<file path="config.mk">
export PLATFORM = sky130hd
export DESIGN_NAME = fifo_wconv_ctrl
export DESIGN_NICKNAME = d
export VERILOG_FILES = /design/src/rtl/fifo_wconv_pkg.sv /design/src/rtl/fifo_wconv_occ.sv /design/src/rtl/fifo_wconv_ctrl.sv
export SDC_FILE = /design/constraint.sdc
export NUM_CORES = 1
export LEC_CHECK = 0
export ABC_AREA = 1
export BUFFER_PORTS_ARGS = -buffer_cell sky130_fd_sc_hd__buf_2
export CAP_MARGIN = 20
export CORE_MARGIN = 2
export CORE_UTILIZATION = 30
export CTS_CLUSTER_SIZE = 28
export DETAILED_ROUTE_END_ITERATION = 10
export GPL_ROUTABILITY_DRIVEN = 1
export PLACE_DENSITY = 0.52
export REMOVE_ABC_BUFFERS = 1
export SYNTH_ARGS = -nofsm -noshare
export SYNTH_HDL_FRONTEND = slang
export SYNTH_SLANG_ARGS = --single-unit
</file>
<file path="constraint.sdc">
create_clock -name clk -period 2.03 [get_ports clk]
set_clock_uncertainty 0.2 [all_clocks]
set_input_delay 0.1015 -clock clk [delete_from_list [all_inputs] [get_ports clk]]
set_output_delay 0.1015 -clock clk [all_outputs]
set_load 0.03 [all_outputs]
</file>
<file path="src/rtl/fifo_wconv_pkg.sv">
// Shared constants and helpers for the 2:1 width-converting FIFO controller.
// Optional sticky error flags are enabled with FIFO_WCONV_ERR_FLAGS_EN.
package fifo_wconv_pkg;

  localparam int unsigned BYTES_PER_WORD = 2;

  // Occupancy counter width: must hold 0..2**aw inclusive.
  function automatic int unsigned occ_width(input int unsigned aw);
    return aw + 1;
  endfunction

endpackage

</file>
<file path="src/rtl/fifo_wconv_occ.sv">
// Byte-occupancy counter and registered full/empty/almost_full flags.
// Flags are derived from the next occupancy, so they line up with the new count.
module fifo_wconv_occ
  import fifo_wconv_pkg::*;
#(
  parameter int unsigned ADDR_WIDTH = 3,
  parameter int unsigned AF_LEVEL   = 6
) (
  input  logic                  clk,
  input  logic                  reset_n,
  input  logic                  i_push_ok,
  input  logic                  i_pop_ok,
  output logic [ADDR_WIDTH:0]   o_count,
  output logic                  o_empty,
  output logic                  o_full,
  output logic                  o_almost_full
);

  localparam int unsigned CW    = occ_width(ADDR_WIDTH);
  localparam int unsigned DEPTH = 1 << ADDR_WIDTH;

  localparam logic [CW-1:0] FULL_THR = CW'(DEPTH - BYTES_PER_WORD);
  localparam logic [CW-1:0] AF_THR   = CW'(AF_LEVEL);

  logic [CW-1:0] r_count;
  logic          r_empty;
  logic          r_full;
  logic          r_almost_full;
  logic [CW-1:0] w_count_next;

  // A push is only accepted with at least two free slots, so this never exceeds DEPTH.
  always_comb begin
    w_count_next = r_count;
    if (i_push_ok) w_count_next = w_count_next + CW'(BYTES_PER_WORD);
    if (i_pop_ok)  w_count_next = w_count_next - CW'(1);
  end

  always_ff @(posedge clk or negedge reset_n) begin
    if (!reset_n) begin
      r_count       <= '0;
      r_empty       <= 1'b1;
      r_full        <= 1'b0;
      r_almost_full <= 1'b0;
    end else begin
      r_count       <= w_count_next;
      r_empty       <= (w_count_next == '0);
      r_full        <= (w_count_next > FULL_THR);
      r_almost_full <= (w_count_next >= AF_THR);
    end
  end

  assign o_count       = r_count;
  assign o_empty       = r_empty;
  assign o_full        = r_full;
  assign o_almost_full = r_almost_full;

endmodule

</file>
<file path="src/rtl/fifo_wconv_ctrl.sv">
// Pointer/flag controller for a FIFO with 16-bit writes and 8-bit reads.
// Define FIFO_WCONV_ERR_FLAGS_EN for sticky overflow/underflow flags.
module fifo_wconv_ctrl
  import fifo_wconv_pkg::*;
#(
  parameter int unsigned ADDR_WIDTH = 3,
  parameter int unsigned AF_LEVEL   = 6
) (
  input  logic                  clk,
  input  logic                  reset_n,
  input  logic                  wr,
  input  logic                  rd,
  output logic                  w_en,
  output logic [ADDR_WIDTH-1:0] w_addr,
  output logic [ADDR_WIDTH-1:0] r_addr,
  output logic                  full,
  output logic                  empty,
  output logic                  almost_full,
  output logic [ADDR_WIDTH:0]   count,
  output logic                  overflow,
  output logic                  underflow,
  input  logic                  err_clr
);

  typedef logic [ADDR_WIDTH:0] ptr_t;

  ptr_t r_wptr;
  ptr_t r_rptr;
  logic w_push_ok;
  logic w_pop_ok;

  assign w_push_ok = wr & ~full;
  assign w_pop_ok  = rd & ~empty;

  // wptr steps by a whole word and stays even, so w_addr+1 never wraps.
  always_ff @(posedge clk or negedge reset_n) begin
    if (!reset_n) begin
      r_wptr <= '0;
      r_rptr <= '0;
    end else begin
      if (w_push_ok) r_wptr <= r_wptr + ptr_t'(BYTES_PER_WORD);
      if (w_pop_ok)  r_rptr <= r_rptr + ptr_t'(1);
    end
  end

  assign w_en   = w_push_ok;
  assign w_addr = r_wptr[ADDR_WIDTH-1:0];
  assign r_addr = r_rptr[ADDR_WIDTH-1:0];

  // Occupancy drives the flags, so the pointer wrap bits are informational only.
  logic w_unused_wrap;
  assign w_unused_wrap = r_wptr[ADDR_WIDTH] ^ r_rptr[ADDR_WIDTH];

  fifo_wconv_occ #(
    .ADDR_WIDTH (ADDR_WIDTH),
    .AF_LEVEL   (AF_LEVEL)
  ) u_occ (
    .clk           (clk),
    .reset_n       (reset_n),
    .i_push_ok     (w_push_ok),
    .i_pop_ok      (w_pop_ok),
    .o_count       (count),
    .o_empty       (empty),
    .o_full        (full),
    .o_almost_full (almost_full)
  );

`ifdef FIFO_WCONV_ERR_FLAGS_EN
  logic r_overflow;
  logic r_underflow;

  // A set condition wins over a simultaneous clear.
  always_ff @(posedge clk or negedge reset_n) begin
    if (!reset_n) begin
      r_overflow  <= 1'b0;
      r_underflow <= 1'b0;
    end else begin
      if (wr & full)    r_overflow  <= 1'b1;
      else if (err_clr) r_overflow  <= 1'b0;
      if (rd & empty)   r_underflow <= 1'b1;
      else if (err_clr) r_underflow <= 1'b0;
    end
  end

  assign overflow  = r_overflow;
  assign underflow = r_underflow;
`else
  logic w_unused_err_clr;
  assign w_unused_err_clr = err_clr;
  assign overflow  = 1'b0;
  assign underflow = 1'b0;
`endif

endmodule

</file>
Yosys cells after proc, flatten, opt, wreduce, memory -nomap -nowiden
Index checks and enable logic that the tools add are counted.

Bits in registers: 15. Output and inout bits: 16. Word-level logic and storage cells: 19.

Add/subtract/negate cells: 4. Magnitude comparators: 2. Muxes and demuxes: 2. Bitwise operators: 4. Reduce and logical (&&, ||, !) cells: 1.

Operator list (count): $add A4 B2 Y4 const B (2); $mux W4 (2); $add A4 B1 Y4 const B (1); $ge A4 B3 Y1 const B (1); $gt A4 B3 Y1 const B (1); $logic_not A4 Y1 (1); $sub A4 B1 Y4 const B (1); $and A1 B1 Y1 (2); $not A1 Y1 (2).

Logic depth before layout (Yosys ltp)
Depth in word-level cells: 6. Gate-level depth with buffers: 12. Mapped depth without buffers: 12.

Cells and area by module
Synthesis repeated with hierarchy kept, for this count alone.

Cell total of the unflattened synthesis: 100. Area, all modules: 716.9 um^2.

By module, submodules not included: fifo_wconv_occ (instances 1, cells an instance 63, area each 441.7 um^2); fifo_wconv_ctrl (instances 1, cells an instance 37, area each 275.3 um^2).

Worst setup path before layout
OpenSTA, ideal clock, no wires.

Kind: register to register. Start: register u_occ.r_full (netlist: u_occ.o_full). End: register u_occ.r_full (netlist: u_occ.o_full). Setup time: 0.065 ns. Arrival: 1.515 ns. Data required time: 1.765 ns. Path slack: 0.250 ns. Stages on the path, launching flop included: 10. Path buffers: 0. Path through: dfrtp_1 -> inv_1 -> nand2_2 -> nand2_2 -> nand2_2 -> ha_1 -> nand2_1 -> a21boi_2 -> nand3_1 -> nand2_1.

Cells in the longest elaborated chain, start to end: 6.

Ends and longest elaborated chain: start: declaration (line fifo_wconv_occ.sv:27) `logic r_full;`; start signal: assignment (line fifo_wconv_occ.sv:47) `r_full <= (w_count_next > FULL_THR);`; $not A1 Y1 * (line fifo_wconv_ctrl.sv:32) `assign w_push_ok = wr & ~full;`; $and A1 B1 Y1 * (line fifo_wconv_ctrl.sv:32); $mux W4 * (line fifo_wconv_occ.sv:34) `if (i_push_ok) w_count_next = w_count_next + CW'(BYTES_PER_WORD);`; $sub A4 B1 Y4 (line fifo_wconv_occ.sv:35) `if (i_pop_ok) w_count_next = w_count_next - CW'(1);`; $mux W4 * (line fifo_wconv_occ.sv:35); named net u_occ.w_count_next[1] (line fifo_wconv_occ.sv:29) `logic [CW-1:0] w_count_next;`; $gt A4 B3 Y1 * (line fifo_wconv_occ.sv:47).

Mark *: on every way through the listed nets, which the timed path passes. The rest lies on a longest branch. A chain may end at the register's enable or synchronous reset.

Worst setup path after layout
Ends and elaborated chain as after synthesis.

==> results.sh <==
export IMPL_critPathKind="flip-flop to flip-flop"
export IMPL_drt_iter0_drc=7
export IMPL_gp_congestion=0.787
export IMPL_antenna_left=0
export IMPL_cts_tree="yes"
export IMPL_antenna_cells=0
export IMPL_ff2ff_setup_slack_ps=280
export IMPL_startpoint_type="flip-flop"
export IMPL_final_core_util=0.379
export IMPL_ys_flop_type="dfrtp_1"
export IMPL_p_comb_frac=0.608
export IMPL_finalCritPeriodShare=0.863
export IMPL_fin_setup_tns_ps=0
export IMPL_holdPathStages=5
export IMPL_fin_crit_ps=1750
export IMPL_stdcell_count=136
export IMPL_via_count=575
export IMPL_initial_core_util=0.312
export IMPL_htree_levels=1
export IMPL_maxCapViolCount=0
export IMPL_grt_max_degree=13
export IMPL_layout_drive_gt1_share=0.287
export IMPL_hold_end="r_wptr[1]$_DFFE_PN0P_"
export IMPL_area_growth_pct=21.4
export IMPL_grt_antenna_before_repair=0
export IMPL_io_buffers=16
export IMPL_power_switching_mw=0.834
export IMPL_post_place_cells=130
export IMPL_worstHoldPathType="input pin to flip-flop"
export IMPL_ios=21
export IMPL_fmax_ghz=0.571
export IMPL_r2r_end="u_occ.o_full$_DFF_PN0_"
export IMPL_drcViolationCount=0
export IMPL_synthTopCellsByCount="nand2_1, inv_1, dfrtp_1"
export IMPL_synth_top_cell_area_share=0.403
export IMPL_clk_latency_ps=270
export IMPL_finalNetCount=117
export IMPL_worst_slack_ps=278
export IMPL_syn_area_um2=683
export IMPL_post_place_ws_ps=290
export IMPL_synth_seq_cells=12
export IMPL_synth_edff_count=0
export IMPL_seq_area_frac_synth=0.441
export IMPL_fp_dieW_um=51.7
export IMPL_clk_pin_slew_ps=80
export IMPL_core_um2=2190
export IMPL_grt_usage=0.106
export IMPL_place_hpwl_um=996
export IMPL_cp_required_ps=1990
export IMPL_max_clock_path_buffers=2
export IMPL_yosys_cell_types_count=17
export IMPL_grt_pass1_vias=499
export IMPL_powerDensity_nw_per_um2=1910
export IMPL_grt_overflow=0
export IMPL_cp_end_kind="flip-flop"
export IMPL_die_area_um2=2670
export IMPL_postSynthCellCount=87
export IMPL_cts_root_buf="clkbuf_4"
export IMPL_cts_sinks=12
export IMPL_wl_per_cell_um=9.34
export IMPL_drt_total_wl_um=1270
export IMPL_die_h_um=51.7
export IMPL_arrival_ps=1720
export IMPL_ff2ff_path_depth=11
export IMPL_internal_power_mw=0.754
export IMPL_vdd_drop_max_mv=0.728
export IMPL_via_per_inst=4.23
export IMPL_synth_largest_area_cell="dfrtp_1"
export IMPL_outcome="finished, final reports clean"
export IMPL_async_flop_share=1.00
export IMPL_syn_area_per_cell_um2=7.85
export IMPL_rsz0062_at_grt="no"
export IMPL_row_count=17
export IMPL_worstReg2RegStart="u_occ.o_full$_DFF_PN0_"
export IMPL_cts_buffers=3
export IMPL_yosysWarnings=0
export IMPL_pwr_share_clk=0.098
export IMPL_yosysMostFrequentCell="nand2_1"
export IMPL_hold_violations=0
export IMPL_grt_first_pass_wirelength_um=2060
export IMPL_holdCritStartpoint="wr"
export IMPL_seqPwrFrac=0.294
export IMPL_cp_max_fo=5
export IMPL_finalSetupViolCount=0
export IMPL_sw_frac_of_total=0.525
export IMPL_synth_area_top_cells="dfrtp_1, nand2_1, nand3_1"
export IMPL_finalMaxSlewViolations=0
export IMPL_leakagePower_nw=0.469
export IMPL_drt_first_pass_iters=4
export IMPL_ctsResizeCount=0
## metrics by stage
stage | hold WS, ps | cell area (um2) | total power [mW]
detailed placement | -201 | 783 | 1.44
CTS | 16.7 | 830 | 1.61
global route | 52.1 | 830 | 1.73
finish | 23.4 | 830 | 1.59
global placement | -207 | 783 | 1.42
floorplan | -394 | 668 | 1.20
## cells in the final DEF (no fill, tap or decap), drive strengths merged
master	count
nand2	33
buf	16
inv	14
dfrtp	11
nand3	9
nor2	7
clkbuf	4
ha	3
conb	3
xnor2	2
dlygate4sd3	2
nand3b	1
a21boi	1
xor2	1
dfstp	1
## metal layers
layer	GRT usage	routed length, um	vias to the layer above	part of all wire
met5	0	0	-	0
met4	0.0526	12	0	0.0094
met3	0.0259	62	2	0.049
met2	0.165	552	15	0.43
met1	0.137	642	260	0.51
li1	-	-	298	-
## logic make-up after synthesis
family          Yosys count  synth area share
other cells               1           0.00549
flops                    12             0.441
simple gates             50             0.333
fa+ha+maj                 3            0.0550
buf+inv                  17             0.110
xor+xnor                  3            0.0385
compound gates            1            0.0165
## worst max-delay path by stage
| stage | startpoint | endpoint | cells past startpoint |
|---|---|---|---|
| CTS | u_occ.o_full$_DFF_PN0_ | u_occ.o_empty$_DFF_PN1_ | 10 |
| finish | u_occ.o_full$_DFF_PN0_ | u_occ.o_full$_DFF_PN0_ | 11 |
| detailed placement | u_occ.o_full$_DFF_PN0_ | u_occ.o_almost_full$_DFF_PN0_ | 11 |
| global placement | u_occ.o_full$_DFF_PN0_ | u_occ.o_full$_DFF_PN0_ | 11 |
| floorplan | u_occ.o_full$_DFF_PN0_ | u_occ.o_full$_DFF_PN0_ | 9 |
| global route | u_occ.o_full$_DFF_PN0_ | u_occ.o_full$_DFF_PN0_ | 12 |
## power groups by stage
stage	Clock [mW]	Combinational, mW	Sequential, mW
6_report	0.156	0.965	0.466
5_1_grt	0.173	1.07	0.488
4_1_cts	0.163	0.977	0.469
3_5_place_dp	0	0.969	0.474
3_3_place_gp	0	0.953	0.467
2_1_floorplan	0	0.492	0.710
## cell type report
class,instances,area [um2]
fillers,244,1360
repair buffers,18,100
well taps,28,35.0
multi-input cells,60,314
clock buffers,4,26.3
inverters,14,52.6
flip-flops and latches,12,302
## worst max-delay path: stages (launching register included)
cell and delay [ps]:
dfrtp_1 420, inv_1 110, nand2_2 90, nand2_2 70, nand2_2 80, ha_1 190
nand3_1 110, nand3_1 90, nand2_1 120, inv_2 50, nand3_1 60, nand2_1 50
## timing repair
action | CTS | global route
hold endpoints to repair | 14 | 0
buffers inserted | 0 | 0
hold buffers | 2 | 0
## flip-flops by register name, summed over array words and instances (netlist names)
name / count
r_wptr: 2
u_occ.o_count: 4
u_occ.o_empty: 1
r_rptr: 3
u_occ.o_full: 1
u_occ.o_almost_full: 1
(Power assumes the default switching activity.)
